## config.mk

```make
export PLATFORM = sky130hd
export DESIGN_NAME = flush_controller_wb
export DESIGN_NICKNAME = d
export VERILOG_FILES = /design/src/rtl/ariane_pkg.sv /design/src/rtl/fence_watchdog.sv /design/src/rtl/flush_controller_wb.sv
export SDC_FILE = /design/constraint.sdc
export NUM_CORES = 1
export LEC_CHECK = 0
export BUFFER_PORTS_ARGS = -buffer_cell sky130_fd_sc_hd__buf_2
export CORE_AREA = 2 2 59 61
export CTS_BUF_LIST = sky130_fd_sc_hd__clkbuf_2
export DETAILED_ROUTE_END_ITERATION = 6
export DIE_AREA = 0 0 61 63
export PLACE_DENSITY = 0.76
export SYNTH_ARGS = -nofsm -noshare
export SYNTH_HDL_FRONTEND = slang
export SYNTH_SLANG_ARGS = --single-unit
```

## constraint.sdc

```tcl
create_clock -name clk_i -period 1.75 [get_ports clk_i]
set_input_delay 0.0875 -clock clk_i [delete_from_list [all_inputs] [get_ports clk_i]]
set_output_delay 0.0875 -clock clk_i [all_outputs]
set_load 0.02 [all_outputs]
```

## src/rtl/ariane_pkg.sv

```systemverilog
// ariane_pkg: shared branch-resolve and fence FSM types for the flush controller.
package ariane_pkg;
    typedef struct packed {
        logic        valid;
        logic [63:0] pc;
        logic [63:0] target_address;
        logic        is_mispredict;
        logic        is_taken;
    } bp_resolve_t;
    typedef enum logic {IDLE, FLUSH_DC} fence_state_e;
endpackage

```

## src/rtl/fence_watchdog.sv

```systemverilog
// fence_watchdog: saturating cycle counter that flags expiry at FenceTimeout-1 (0 disables).
module fence_watchdog #(
    parameter int unsigned FenceTimeout = 1024
) (
    input  logic clk_i,
    input  logic rst_ni,
    input  logic clear_i,
    input  logic en_i,
    output logic expired_o
);
    localparam int unsigned CntW = (FenceTimeout > 1) ? $clog2(FenceTimeout) : 1;
    localparam logic [CntW-1:0] Last = CntW'(FenceTimeout - 1);
    logic [CntW-1:0] cnt_q;
    always_ff @(posedge clk_i) begin
        if (!rst_ni || clear_i) cnt_q <= '0;
        else if (en_i && cnt_q != '1) cnt_q <= cnt_q + 1'b1;
    end
    assign expired_o = (FenceTimeout != 0) && en_i && (cnt_q == Last);
endmodule

```

## src/rtl/flush_controller_wb.sv

```systemverilog
// flush_controller_wb: pipeline/cache/TLB/BP flush strobes plus a write-back dcache flush
// handshake with core halt and watchdog timeout.
module flush_controller_wb
    import ariane_pkg::*;
#(
    parameter int unsigned NrBranchPorts = 1,
    parameter bit          WriteBack     = 1'b1,
    parameter int unsigned FenceTimeout  = 1024
) (
    input  logic        clk_i,
    input  logic        rst_ni,
    input  bp_resolve_t resolved_branch_i [NrBranchPorts],
    input  logic        fence_i,
    input  logic        fence_i_i,
    input  logic        sfence_vma_i,
    input  logic        flush_csr_i,
    input  logic        flush_commit_i,
    input  logic        ex_valid_i,
    input  logic        eret_i,
    input  logic        set_debug_pc_i,
    input  logic        halt_csr_i,
    input  logic        flush_dcache_ack_i,
    output logic        set_pc_commit_o,
    output logic        flush_if_o,
    output logic        flush_unissued_instr_o,
    output logic        flush_id_o,
    output logic        flush_ex_o,
    output logic        flush_bp_o,
    output logic        flush_icache_o,
    output logic        flush_tlb_o,
    output logic        flush_dcache_o,
    output logic        halt_o,
    output logic        fence_timeout_o
);
    fence_state_e state_q, state_d;
    logic is_fence_i_q, is_fence_i_d, timeout_q, timeout_d;
    logic clear, expired, icache_fsm, mispredict, unused_bp;
    logic pipe_flush, exc_flush;

    always_comb begin
        mispredict = 1'b0;
        unused_bp  = 1'b0;
        for (int k = 0; k < int'(NrBranchPorts); k++) begin
            mispredict |= resolved_branch_i[k].is_mispredict;
            unused_bp  ^= ^resolved_branch_i[k];
        end
    end

    assign pipe_flush             = fence_i | fence_i_i | sfence_vma_i | flush_csr_i | flush_commit_i;
    assign exc_flush              = ex_valid_i | eret_i | set_debug_pc_i;
    assign set_pc_commit_o        = pipe_flush & ~exc_flush;
    assign flush_if_o             = mispredict | pipe_flush | exc_flush;
    assign flush_unissued_instr_o = mispredict | pipe_flush | exc_flush;
    assign flush_id_o             = pipe_flush | exc_flush;
    assign flush_ex_o             = pipe_flush | exc_flush;
    assign flush_bp_o             = exc_flush;
    assign flush_tlb_o            = sfence_vma_i;
    assign flush_icache_o         = WriteBack ? icache_fsm : fence_i_i;
    assign flush_dcache_o         = (state_q == FLUSH_DC);
    assign halt_o                 = halt_csr_i | (state_q == FLUSH_DC);
    assign fence_timeout_o        = timeout_q;

    // Ack takes precedence over a coincident expiry.
    always_comb begin
        state_d      = state_q;
        is_fence_i_d = is_fence_i_q;
        timeout_d    = 1'b0;
        clear        = 1'b0;
        icache_fsm   = 1'b0;
        case (state_q)
            IDLE: if (WriteBack && (fence_i || fence_i_i)) begin
                state_d      = FLUSH_DC;
                is_fence_i_d = fence_i_i;
                clear        = 1'b1;
            end
            FLUSH_DC: if (flush_dcache_ack_i || expired) begin
                state_d    = IDLE;
                icache_fsm = is_fence_i_q;
                timeout_d  = ~flush_dcache_ack_i;
            end
            default: state_d = IDLE;
        endcase
    end

    always_ff @(posedge clk_i) begin
        if (!rst_ni) begin
            state_q      <= IDLE;
            is_fence_i_q <= 1'b0;
            timeout_q    <= 1'b0;
        end else begin
            state_q      <= state_d;
            is_fence_i_q <= is_fence_i_d;
            timeout_q    <= timeout_d;
        end
    end

    fence_watchdog #(.FenceTimeout(FenceTimeout)) u_watchdog (
        .clk_i     (clk_i),
        .rst_ni    (rst_ni),
        .clear_i   (clear),
        .en_i      (state_q == FLUSH_DC),
        .expired_o (expired)
    );
endmodule
```

==> key figures <==
Global routing
  – Global Route met3 Usage: ~1.2%
  – GRT Overall Usage: 8.49%
  – Pin count of the biggest net entering global routing: 11
  – GR Overflow Total: 0
  – Wire length of the first global-routing pass: between 2000 and 3000 µm
  – Met2 track demand over resource: 12.6%
  – Fraction of met1 tracks used by global routing: 11.7%
  – Number of antenna violations at the first check in global routing: 0
  – Grt peak-use layer: met2
  – Vias in the first global route: between 600 and 700

Setup path
  – Kind of critical path: flip-flop to primary output
  – Worst Path Max Fanout: 5
  – Arrival time worst endpoint: around 1.6 ns
  – Series of cell instances along the critical path: ha_2 > nand3_2 > nor3_4 > o211a_1 > buf_2
  – Sort of element at the end of the critical path: primary output
  – Required time of the critical path: ~1.7 ns
  – Startpoint type of the worst setup path: flip-flop
  – Maximum single-stage delay on the critical path: ~0.4 ns
  – Cell with the largest stage delay on the worst path: sky130_fd_sc_hd__dfxtp_1

Flow run
  – Max capacitance violation total: 0

Cells and area
  – Non-Filler Instances: approximately 150
  – Antenna diode count: 0
  – Final Util: ~28%
  – Fill cells: ~350
  – Fraction of final layout cells with drive strength greater than 1: a little under two fifths
  – Number of nets in the layout: 250
  – Area growth syn-to-layout: 28.0%

Logic synthesis
  – Fraction of registers with async set or reset after synthesis: 0%
  – Sequential fraction of the synthesis area: a little under two fifths
  – Net count after synthesis: between 200 and 250
  – Cell count after synthesis: roughly 80
  – Unique masters post-synth: 39
  – Seq cells post-synth: 13
  – Dominant register cell in the synthesized netlist: sky130_fd_sc_hd__dfxtp_1
  – Count of flip-flops with a built-in enable after synthesis: 0
  – Yosys warns: 0
  – Top cell type by total area after synthesis: sky130_fd_sc_hd__dfxtp_1
  – Post-synth top area share: between 30% and 40%
  – Mapped Avg Cell Area: between 8 and 9 µm²
  – Synth Cell Area: approximately 700 µm²
  – Ranking of synthesized cells by area: sky130_fd_sc_hd__dfxtp_1 37%, sky130_fd_sc_hd__nor2_1 4.8%, sky130_fd_sc_hd__nand3_1 3.6%

STA
  – Slew of the pin with the lowest slew margin: roughly 0.36 ns
  – Highest clock frequency the design can meet: 594 MHz
  – Final hold vios: 0
  – Final Max Slew Viols: 0
  – Final setup violation count: 0
  – Slew margin rel.: between 70% and 80%
  – Worst-case clock skew: 0.00541 ns
  – Final setup margin: roughly 0.066 ns
  – Min Tclk post-route: approximately 1.7 ns
  – Period Utilization, post-route: 96.2%

Placed design
  – Number of placed instances with taps included: ~150
  – Final weighted congestion of routability-driven global placement: about 0.75
  – Worst slack at placement: about 0.21 ns
  – HPWL Detailed: ~1100 µm
  – Port bufs: 23

Detailed routing
  – DRC viols: 0
  – Detailed-route vias per instance: 4.43
  – Detailed-route via count: 669
  – Wire length after detailed routing: 1480 µm
  – Detailed-routing iteration count for the pre-antenna-repair pass: 4
  – Initial detailed-routing violation count: 21
  – WL per Instance: 9.82 µm
  – Count of antenna-violating nets left after detailed routing: 0

Die
  – Die Span Y: 63 µm
  – Core box area: about 0.0032 mm²
  – FP Rows: 21
  – Die width: between 60 and 70 µm
  – Total I/O pin count: ~150
  – Die area: 0.00384 mm²
  – Starting Density: between 20 and 25%

Clock tree
  – Buffer cell driving the clock tree root: sky130_fd_sc_hd__clkbuf_2
  – Clock tree from TritonCTS: done
  – Number of H-tree levels: 1
  – Maximum count of clock buffers along a single path: 2
  – Number of clock sinks seen by CTS: 13
  – Number of buffers created by CTS: 3
  – Hold bufs inserted after CTS: 0
  – Clock network latency to the later pin of the worst-skew pair: about 0.27 ns
  – Clock transition at path regs: 0.12 ns

Power
  – Sequential group share of total power: 57.8%
  – Post-route total power: between 500 and 600 µW
  – IR drop worst, VDD: 0.000320 V
  – Areal power density over the cells: slightly below 600 mW/mm²
  – Switching fraction of total power: approximately a quarter
  – Relative contribution of the clock network to total power: 29.1%
  – Leakage power: 0.357 nW
  – Net switching power of the design: between 100 and 150 µW
  – Proportion of power drawn by combinational gates: between 10% and 20%
  – Int Pwr: a little under 400 µW

Worst hold path
  – Type of the tightest min-delay check: primary input to flip-flop

Run status
  – Run status: finished, final reports clean
[synthesized netlist by cell type, types with 2 or more instances]
cell type	number
sky130_fd_sc_hd__o21a_1	2
sky130_fd_sc_hd__nor3_1	2
sky130_fd_sc_hd__buf_4	3
sky130_fd_sc_hd__or3_1	2
sky130_fd_sc_hd__xor2_1	2
sky130_fd_sc_hd__nand4_1	2
sky130_fd_sc_hd__a31oi_1	2
sky130_fd_sc_hd__and3_1	2
sky130_fd_sc_hd__nand3_1	5
sky130_fd_sc_hd__nor2_1	9
sky130_fd_sc_hd__nand2b_1	2
sky130_fd_sc_hd__o21ai_0	4
sky130_fd_sc_hd__dfxtp_1	13
sky130_fd_sc_hd__a21oi_1	3
sky130_fd_sc_hd__nand2_1	2
[state kept, by name, indices dropped and copies added, names as in the netlist]
name and flops:
u_watchdog.cnt_q 10, flush_dcache_o 1, fence_timeout_o 1, is_fence_i_q 1
[path summary, 6_finish.rpt]
check                                                      start                               end  slack (ns)  depth (start not counted)
worst max-delay path            u_watchdog.cnt_q[1]$_SDFFE_PP0P_                    flush_icache_o        0.07                          5
worst min-delay path                                      rst_ni         flush_dcache_o$_SDFF_PN0_        0.07                          2
worst min register to register         is_fence_i_q$_SDFFE_PN0P_         is_fence_i_q$_SDFFE_PN0P_        0.50                          2
worst max register to register  u_watchdog.cnt_q[0]$_SDFFE_PP0P_  u_watchdog.cnt_q[4]$_SDFFE_PP0P_        0.17                          6
[cell type report]
type / count / area (µm²) / area share, %
clock buffer: 4 / 20.0 / 2.23
sequential: 13 / 262 / 29.1
timing repair buffer: 26 / 138 / 15.3
multi-input combinational: 61 / 418 / 46.5
inverter: 1 / 3.75 / 0.418
tap: 46 / 57.6 / 6.41
[power by group through the flow]
stage	Sequential, mW	Combinational (mW)	Clock [mW]
final	0.309	0.0703	0.156
after global routing	0.311	0.0777	0.170
after CTS	0.309	0.0703	0.163
after detailed placement	0.315	0.0700	0
after global placement	0.315	0.0701	0
after floorplan	0.315	0.0390	0
[per-layer routing]
layer	wire length [µm]	share of wire (%)
met3	44	3.0
met1	666	45
met2	752	51
met4	19	1.3
met5	0	0
[critical path, delay by kind of cell (launching register included)]
family	cells	cell delay, ns
compound gates	1	0.15
flops	1	0.40
fa+ha+maj	1	0.25
buf+inv	1	0.16
simple gates	2	0.37
[stage by stage]
step | TNS [ns] | hold WS [ns] | area, µm²
after global routing | -0.00563 | 0.0849 | 898
after CTS | 0 | 0.0588 | 895
after detailed placement | 0 | 0.358 | 862
final | 0 | 0.0671 | 898
after global placement | 0 | 0.350 | 862
after floorplan | 0 | 0.205 | 702
[logic make-up (layout without fill, tap and decap cells)]
kind of cell	Yosys count	after routing	share of synthesized area, %
simple gates	39	39	35.7
compound gates	18	18	17.3
flops	13	13	37.1
buf+inv	5	31	4.45
xor+xnor	3	3	3.74
fa+ha+maj	1	1	1.78
[cells in the final DEF, fill, tap and decap left out, types with 2 or more instances in the layout]
master / instances
sky130_fd_sc_hd__buf_4: 3
sky130_fd_sc_hd__and3_1: 2
sky130_fd_sc_hd__nand2_1: 2
sky130_fd_sc_hd__dfxtp_1: 12
sky130_fd_sc_hd__nand3_2: 2
sky130_fd_sc_hd__o21a_1: 2
sky130_fd_sc_hd__nand2b_1: 2
sky130_fd_sc_hd__buf_2: 23
sky130_fd_sc_hd__or3_1: 2
sky130_fd_sc_hd__nand3_1: 4
sky130_fd_sc_hd__o21ai_0: 4
sky130_fd_sc_hd__nor2_1: 9
sky130_fd_sc_hd__a21oi_1: 3
sky130_fd_sc_hd__nor3_1: 2
sky130_fd_sc_hd__a31oi_1: 2
sky130_fd_sc_hd__clkbuf_2: 4
sky130_fd_sc_hd__nand4_1: 2
sky130_fd_sc_hd__xor2_1: 2
[timing repair]
item                                    4_1_cts  5_1_grt
gates cloned                                  0        0
setup buffers                                 1        0
resized for setup                             1        2
endpoints found under the setup margin        1        1
pin swaps                                     1        0
(Power assumes the default switching activity.)
